<file path="config.mk">
export PLATFORM = sky130hd
export DESIGN_NAME = mem_arbiter_flat
export DESIGN_NICKNAME = d
export VERILOG_FILES = /design/src/rtl/mem_arbiter_if.sv /design/src/rtl/mem_arbiter.sv /design/src/flat_wrapper.sv
export SDC_FILE = /design/constraint.sdc
export NUM_CORES = 1
export LEC_CHECK = 0
export CORE_ASPECT_RATIO = 1.75
export CORE_MARGIN = 1.5
export CORE_UTILIZATION = 40
export CTS_CLUSTER_DIAMETER = 120
export DETAILED_ROUTE_END_ITERATION = 10
export PLACE_DENSITY = 0.84
export SLEW_MARGIN = 20
export SYNTH_ARGS = -nofsm -noshare
export SYNTH_HDL_FRONTEND = slang
export SYNTH_SLANG_ARGS = --single-unit
</file>
<file path="constraint.sdc">
create_clock -name clk -period 2.1 [get_ports clk]
set_input_delay 0.315 -clock clk [delete_from_list [all_inputs] [get_ports clk]]
set_output_delay 0.315 -clock clk [all_outputs]
set_load 0.01 [all_outputs]
</file>
<file path="src/rtl/mem_arbiter_if.sv">
`default_nettype none
// +--------------------------------------------------------------------+
// | mem_arbiter_if: port A / port B request buses plus memory-side bus |
// | Revision: 1.0                                                      |
// +--------------------------------------------------------------------+
interface mem_arbiter_if #(
  parameter int ADDR_WIDTH = 30,
  parameter int DATA_WIDTH = 32
);
  logic                  a_req,    b_req;
  logic                  a_we,     b_we;
  logic [ADDR_WIDTH-1:0] a_addr,   b_addr;
  logic [DATA_WIDTH-1:0] a_wdata,  b_wdata;
  logic                  a_gnt,    b_gnt;
  logic                  a_rvalid, b_rvalid;
  logic [DATA_WIDTH-1:0] a_rdata,  b_rdata;
  logic                  mem_en_write;
  logic [ADDR_WIDTH-1:0] mem_addr;
  logic [DATA_WIDTH-1:0] mem_data_in;
  logic [DATA_WIDTH-1:0] mem_data_out;

  modport slave (
    input  a_req, a_we, a_addr, a_wdata,
    input  b_req, b_we, b_addr, b_wdata,
    input  mem_data_out,
    output a_gnt, b_gnt, a_rvalid, b_rvalid, a_rdata, b_rdata,
    output mem_en_write, mem_addr, mem_data_in
  );

  modport master (
    output a_req, a_we, a_addr, a_wdata,
    output b_req, b_we, b_addr, b_wdata,
    output mem_data_out,
    input  a_gnt, b_gnt, a_rvalid, b_rvalid, a_rdata, b_rdata,
    input  mem_en_write, mem_addr, mem_data_in
  );
endinterface
`default_nettype wire

</file>
<file path="src/rtl/mem_arbiter.sv">
`default_nettype none
// +--------------------------------------------------------------------+
// | mem_arbiter: two requesters (A fetch, B load-store) sharing one    |
// | combinational-read memory, one access per two cycles.              |
// | MEM_ARBITER_ROUND_ROBIN_EN: alternate on contention, else B wins.  |
// | Revision: 1.0                                                      |
// +--------------------------------------------------------------------+
module mem_arbiter #(
  parameter int ADDR_WIDTH = 30,
  parameter int DATA_WIDTH = 32
) (
  input  wire logic    clk,
  input  wire logic    reset,
  mem_arbiter_if.slave bus
);
  typedef enum logic [1:0] {
    IDLE  = 2'd0,
    ISSUE = 2'd1,
    RESP  = 2'd2
  } state_t;

  localparam logic PORT_A = 1'b0;
  localparam logic PORT_B = 1'b1;

  state_t                state_q, state_d;
  logic                  cmd_we_q, cmd_we_d;
  logic [ADDR_WIDTH-1:0] cmd_addr_q, cmd_addr_d;
  logic [DATA_WIDTH-1:0] cmd_wdata_q, cmd_wdata_d;
  logic                  last_grant_q, last_grant_d;
  logic [DATA_WIDTH-1:0] a_rdata_q, a_rdata_d;
  logic [DATA_WIDTH-1:0] b_rdata_q, b_rdata_d;
  logic                  a_gnt_q, a_gnt_d;
  logic                  b_gnt_q, b_gnt_d;
  logic                  a_rvalid_q, a_rvalid_d;
  logic                  b_rvalid_q, b_rvalid_d;
  logic                  mem_en_write_q, mem_en_write_d;
  logic                  any_req;
  logic                  pick_b;

  always_comb begin
    any_req = bus.a_req | bus.b_req;
`ifdef MEM_ARBITER_ROUND_ROBIN_EN
    pick_b  = bus.b_req & (~bus.a_req | (last_grant_q == PORT_A));
`else
    pick_b  = bus.b_req;
`endif
  end

  always_comb begin
    state_d        = state_q;
    cmd_we_d       = cmd_we_q;
    cmd_addr_d     = cmd_addr_q;
    cmd_wdata_d    = cmd_wdata_q;
    last_grant_d   = last_grant_q;
    a_rdata_d      = a_rdata_q;
    b_rdata_d      = b_rdata_q;
    a_gnt_d        = 1'b0;
    b_gnt_d        = 1'b0;
    a_rvalid_d     = 1'b0;
    b_rvalid_d     = 1'b0;
    mem_en_write_d = 1'b0;
    case (state_q)
      ISSUE: begin
        // Memory is being driven this cycle; capture read data at its end.
        state_d = RESP;
        if (last_grant_q == PORT_B) begin
          b_rvalid_d = 1'b1;
          if (!cmd_we_q) b_rdata_d = bus.mem_data_out;
        end else begin
          a_rvalid_d = 1'b1;
          if (!cmd_we_q) a_rdata_d = bus.mem_data_out;
        end
      end
      default: begin
        if (any_req) begin
          state_d        = ISSUE;
          last_grant_d   = pick_b ? PORT_B : PORT_A;
          cmd_we_d       = pick_b ? bus.b_we    : bus.a_we;
          cmd_addr_d     = pick_b ? bus.b_addr  : bus.a_addr;
          cmd_wdata_d    = pick_b ? bus.b_wdata : bus.a_wdata;
          mem_en_write_d = cmd_we_d;
          a_gnt_d        = ~pick_b;
          b_gnt_d        = pick_b;
        end else begin
          state_d = IDLE;
        end
      end
    endcase
  end

  always_ff @(posedge clk) begin
    if (reset) begin
      state_q        <= IDLE;
      cmd_we_q       <= 1'b0;
      cmd_addr_q     <= '0;
      cmd_wdata_q    <= '0;
      last_grant_q   <= PORT_B;
      a_rdata_q      <= '0;
      b_rdata_q      <= '0;
      a_gnt_q        <= 1'b0;
      b_gnt_q        <= 1'b0;
      a_rvalid_q     <= 1'b0;
      b_rvalid_q     <= 1'b0;
      mem_en_write_q <= 1'b0;
    end else begin
      state_q        <= state_d;
      cmd_we_q       <= cmd_we_d;
      cmd_addr_q     <= cmd_addr_d;
      cmd_wdata_q    <= cmd_wdata_d;
      last_grant_q   <= last_grant_d;
      a_rdata_q      <= a_rdata_d;
      b_rdata_q      <= b_rdata_d;
      a_gnt_q        <= a_gnt_d;
      b_gnt_q        <= b_gnt_d;
      a_rvalid_q     <= a_rvalid_d;
      b_rvalid_q     <= b_rvalid_d;
      mem_en_write_q <= mem_en_write_d;
    end
  end

  assign bus.a_gnt        = a_gnt_q;
  assign bus.b_gnt        = b_gnt_q;
  assign bus.a_rvalid     = a_rvalid_q;
  assign bus.b_rvalid     = b_rvalid_q;
  assign bus.a_rdata      = a_rdata_q;
  assign bus.b_rdata      = b_rdata_q;
  assign bus.mem_en_write = mem_en_write_q;
  assign bus.mem_addr     = cmd_addr_q;
  assign bus.mem_data_in  = cmd_wdata_q;
endmodule
`default_nettype wire

</file>
<file path="src/flat_wrapper.sv">
// flat-port wrapper written by rule: the top's interface ports become plain ports
module mem_arbiter_flat 
#(
  parameter int ADDR_WIDTH = 30,
  parameter int DATA_WIDTH = 32
)
  (clk, reset, bus_a_req, bus_a_we, bus_a_addr, bus_a_wdata, bus_b_req, bus_b_we, bus_b_addr, bus_b_wdata, bus_mem_data_out, bus_a_gnt, bus_b_gnt, bus_a_rvalid, bus_b_rvalid, bus_a_rdata, bus_b_rdata, bus_mem_en_write, bus_mem_addr, bus_mem_data_in);
  mem_arbiter_if #(.ADDR_WIDTH(ADDR_WIDTH), .DATA_WIDTH(DATA_WIDTH)) bus_i ();
  input  wire logic clk;
  input  wire logic reset;
  input wire logic [$bits(bus_i.a_req)-1:0] bus_a_req;
  input wire logic [$bits(bus_i.a_we)-1:0] bus_a_we;
  input wire logic [$bits(bus_i.a_addr)-1:0] bus_a_addr;
  input wire logic [$bits(bus_i.a_wdata)-1:0] bus_a_wdata;
  input wire logic [$bits(bus_i.b_req)-1:0] bus_b_req;
  input wire logic [$bits(bus_i.b_we)-1:0] bus_b_we;
  input wire logic [$bits(bus_i.b_addr)-1:0] bus_b_addr;
  input wire logic [$bits(bus_i.b_wdata)-1:0] bus_b_wdata;
  input wire logic [$bits(bus_i.mem_data_out)-1:0] bus_mem_data_out;
  output wire logic [$bits(bus_i.a_gnt)-1:0] bus_a_gnt;
  output wire logic [$bits(bus_i.b_gnt)-1:0] bus_b_gnt;
  output wire logic [$bits(bus_i.a_rvalid)-1:0] bus_a_rvalid;
  output wire logic [$bits(bus_i.b_rvalid)-1:0] bus_b_rvalid;
  output wire logic [$bits(bus_i.a_rdata)-1:0] bus_a_rdata;
  output wire logic [$bits(bus_i.b_rdata)-1:0] bus_b_rdata;
  output wire logic [$bits(bus_i.mem_en_write)-1:0] bus_mem_en_write;
  output wire logic [$bits(bus_i.mem_addr)-1:0] bus_mem_addr;
  output wire logic [$bits(bus_i.mem_data_in)-1:0] bus_mem_data_in;
  assign bus_i.a_req = bus_a_req;
  assign bus_i.a_we = bus_a_we;
  assign bus_i.a_addr = bus_a_addr;
  assign bus_i.a_wdata = bus_a_wdata;
  assign bus_i.b_req = bus_b_req;
  assign bus_i.b_we = bus_b_we;
  assign bus_i.b_addr = bus_b_addr;
  assign bus_i.b_wdata = bus_b_wdata;
  assign bus_i.mem_data_out = bus_mem_data_out;
  assign bus_a_gnt = bus_i.a_gnt;
  assign bus_b_gnt = bus_i.b_gnt;
  assign bus_a_rvalid = bus_i.a_rvalid;
  assign bus_b_rvalid = bus_i.b_rvalid;
  assign bus_a_rdata = bus_i.a_rdata;
  assign bus_b_rdata = bus_i.b_rdata;
  assign bus_mem_en_write = bus_i.mem_en_write;
  assign bus_mem_addr = bus_i.mem_addr;
  assign bus_mem_data_in = bus_i.mem_data_in;
  mem_arbiter #(.ADDR_WIDTH(ADDR_WIDTH), .DATA_WIDTH(DATA_WIDTH)) u_core (.clk(clk), .reset(reset), .bus(bus_i));
endmodule
</file>
==> impl_results.md <==
* Initial antenna violation count at 0
* Kind of critical path: reg -> reg
* Period utilization at 80.1%
* H-tree depth at 4
* Switch share at 23.5%
* Yosys reg bits at 135
* Cells after Synth at 516
* Count of final setup violators at 0
* Worst skew pair latency at 0.40 ns
* Layout Skew at 0.0127 ns
* Post-synth EDFFs at 0
* Residual DRC at 0
* Area of the multi-input gates at 2200 um^2
* Number of vias in the routed layout at 4909
* RSZ-0062 raised after global routing: false
* Count leader, synth: dfxtp_1
* Root Buffer: clkbuf_16
* Top FF cell, synth: dfxtp_1
* Post-CTS sizing at 0
* GRT overflow at 0
* Setup TNS at 0 ns
* Sequential share of power at 40.7%
* Top-area cell type share of the netlist area at 52.7%
* Slew Limit Fails at 0
* Register Area at 2700 um^2
* Post-synth top cells: dfxtp_1, nand2_1, a21oi_1
* CTS buffer count at 17
* Largest net degree at the start of global routing at 70
* # Post-CTS Setup Buffers at 0
* Switch Pwr at 1.64 mW
* Final design utilization at 69.9%
* Logic pwr share at 16.9%
* P_int at 5.33 mW
* Detailed Routing Iterations Pass 1 at 4
* Slew Limit Headroom at 54.3%
* Top cells by area, synth: dfxtp_1, mux2i_1, nand2_1
* Row count at 54
* Cell taking the most area after synthesis: dfxtp_1
* Pleak at 3.25 nW
* Hold Crit Class: in -> reg
* Layout net count at 954
* Hold-fix buffers at CTS at 0
* Post-synthesis average cell area at 9.93 um^2
* Pwr dens at 797 nW/um^2
* Total routed wirelength at 15800 um
* Initial Util at 41.0%
* # IOs at 293
* DRT antenna net count at 0
* Worst slew pin tran at 0.686 ns
* CP Capture Type: flop
* Fmax at 595 MHz
* Startpoint Class: flop
* Clock power frac at 42.4%
* CP Data Required Time at 2.34 ns
* Yosys Warn Count at 0
* All-Layer GR Usage at 23.5%
* N_diodes at 0
* Number of global-route vias before repair at 5245
* Final hold vios at 0
* Status: finished, final reports clean
* DRT iter0 DRCs at 127
* Post-synth cell types at 27
* Die Width at 88.6 um
* CP max FO at 27
* Gp weighted congestion at 0.833
* Min cycle time layout at 1.68 ns
* Worst Path Arrival at 1.92 ns
* Port-buffer cells at 292
* DIE HEIGHT at 153 um
* DR vias/cell at 5.05
* TritonCTS clock tree: built
* Wire length per cell at 16.2 um
* Worst-path clk slew at 0.05 ns
* First-pass GRT wire length at 24700 um
* Core area at 12500 um^2
* Syn nets at 678
* Area growth, synth to finish at 70.5%
* Die ar. at 13500 um^2
* DP HPWL at 11900 um
* Worst vdd ir at 0.000523 V
* Ys async rst share at 0%
* Post-synthesis sequential area ratio at 52.7%
* Sink Count at 135
* # fillers at 925
* Max-Cap Viols at 0
* Share of layout cells above drive strength 1 at 6.84%
* Mapped cell area at 5120 um^2
* Clock Tree Buf Depth at 2
## path summary, 6_finish.rpt
check	to	cells past startpoint	slack, ns	from
min	u_core.bus.mem_en_write	2	0.17	reset
min reg2reg	u_core.bus.b_rdata[3]	2	0.45	u_core.bus.b_rdata[3]
max reg2reg	u_core.bus.a_rdata[29]	4	0.42	u_core.cmd_we_q
max	u_core.bus.a_rdata[29]	4	0.42	u_core.cmd_we_q
## sequential cells by signal, indices dropped and copies added (netlist names)
signal and flops:
u_core.bus.a_rdata 32, u_core.bus.b_rdata 32, u_core.bus.mem_data_in 32, u_core.bus.mem_addr 30
u_core.state_q 2, u_core.bus.a_gnt 1, u_core.bus.a_rvalid 1, u_core.bus.b_gnt 1
u_core.bus.b_rvalid 1, u_core.bus.mem_en_write 1, u_core.cmd_we_q 1, u_core.last_grant_q 1
## layer usage
layer / up-vias / GRT usage, % / share of wire, %
met3: 33 / 7.48 / 7.7
li1: 2366 / - / -
met4: 0 / 10.1 / 3.0
met5: - / 0 / 0
met2: 234 / 43.7 / 55
met1: 2276 / 22.8 / 35
## placed cells by master, fill, tap and decap left out, types with 2 or more instances in the layout
master,n
o2bb2ai_1,53
clkinvlp_4,2
clkinv_4,3
clkdlybuf4s50_1,290
buf_4,8
clkinv_2,2
mux2i_1,63
a21oi_1,64
buf_12,3
nand2_1,129
o2bb2ai_2,9
nor2_1,2
clkbuf_16,17
dfxtp_1,135
clkbuf_1,2
bufinv_16,3
## power by group through the flow
| stage | logic [mW] | clock network, mW | registers, mW |
|---|---|---|---|
| after CTS | 1.18 | 3.02 | 2.84 |
| final | 1.17 | 2.95 | 2.84 |
| after detailed placement | 1.18 | 0 | 2.88 |
| after floorplan | 0.378 | 0 | 2.95 |
| after global placement | 1.15 | 0 | 2.88 |
| after global routing | 1.25 | 3.13 | 2.85 |
## final cells by class
cell class / count / share of cell area (%)
clock buffers: 20 / 5.11
inverters: 1 / 0.0430
clock inverters: 11 / 1.72
multi-input cells: 335 / 25.1
well taps: 168 / 2.41
repair buffers: 302 / 34.7
flip-flops and latches: 135 / 30.9
## worst max-delay path, stage by stage (launching register included)
cell     delay (ns)
dfxtp_1        0.38
or4b_1         0.66
buf_4          0.28
nand2_1        0.12
a21oi_1        0.07
## per-stage QoR
stage / power, mW / std cells / setup slack [ns] / hold slack, ns / area, um^2
6_report: 6.96 / 972 / 0.419 / 0.171 / 8740
5_1_grt: 7.24 / 972 / 0.343 / 0.180 / 8740
4_1_cts: 7.04 / 972 / 0.424 / 0.148 / 8740
3_5_place_dp: 4.06 / 941 / 0.243 / 0.445 / 8140
3_3_place_gp: 4.03 / 941 / 0.321 / 0.441 / 8140
2_1_floorplan: 3.32 / 516 / 0.736 / 0.451 / 5120
## kinds of logic after synthesis
family                 count (synthesis)  synth area share (%)
AO/OA/AOI/OAI                        129                  18.5
multiplexers                          63                  12.3
flip-flops                           135                  52.7
AND/OR/NAND/NOR                      143                  11.6
buffers and inverters                 46                  4.88
Note: power is estimated with default switching activity, not from simulation.
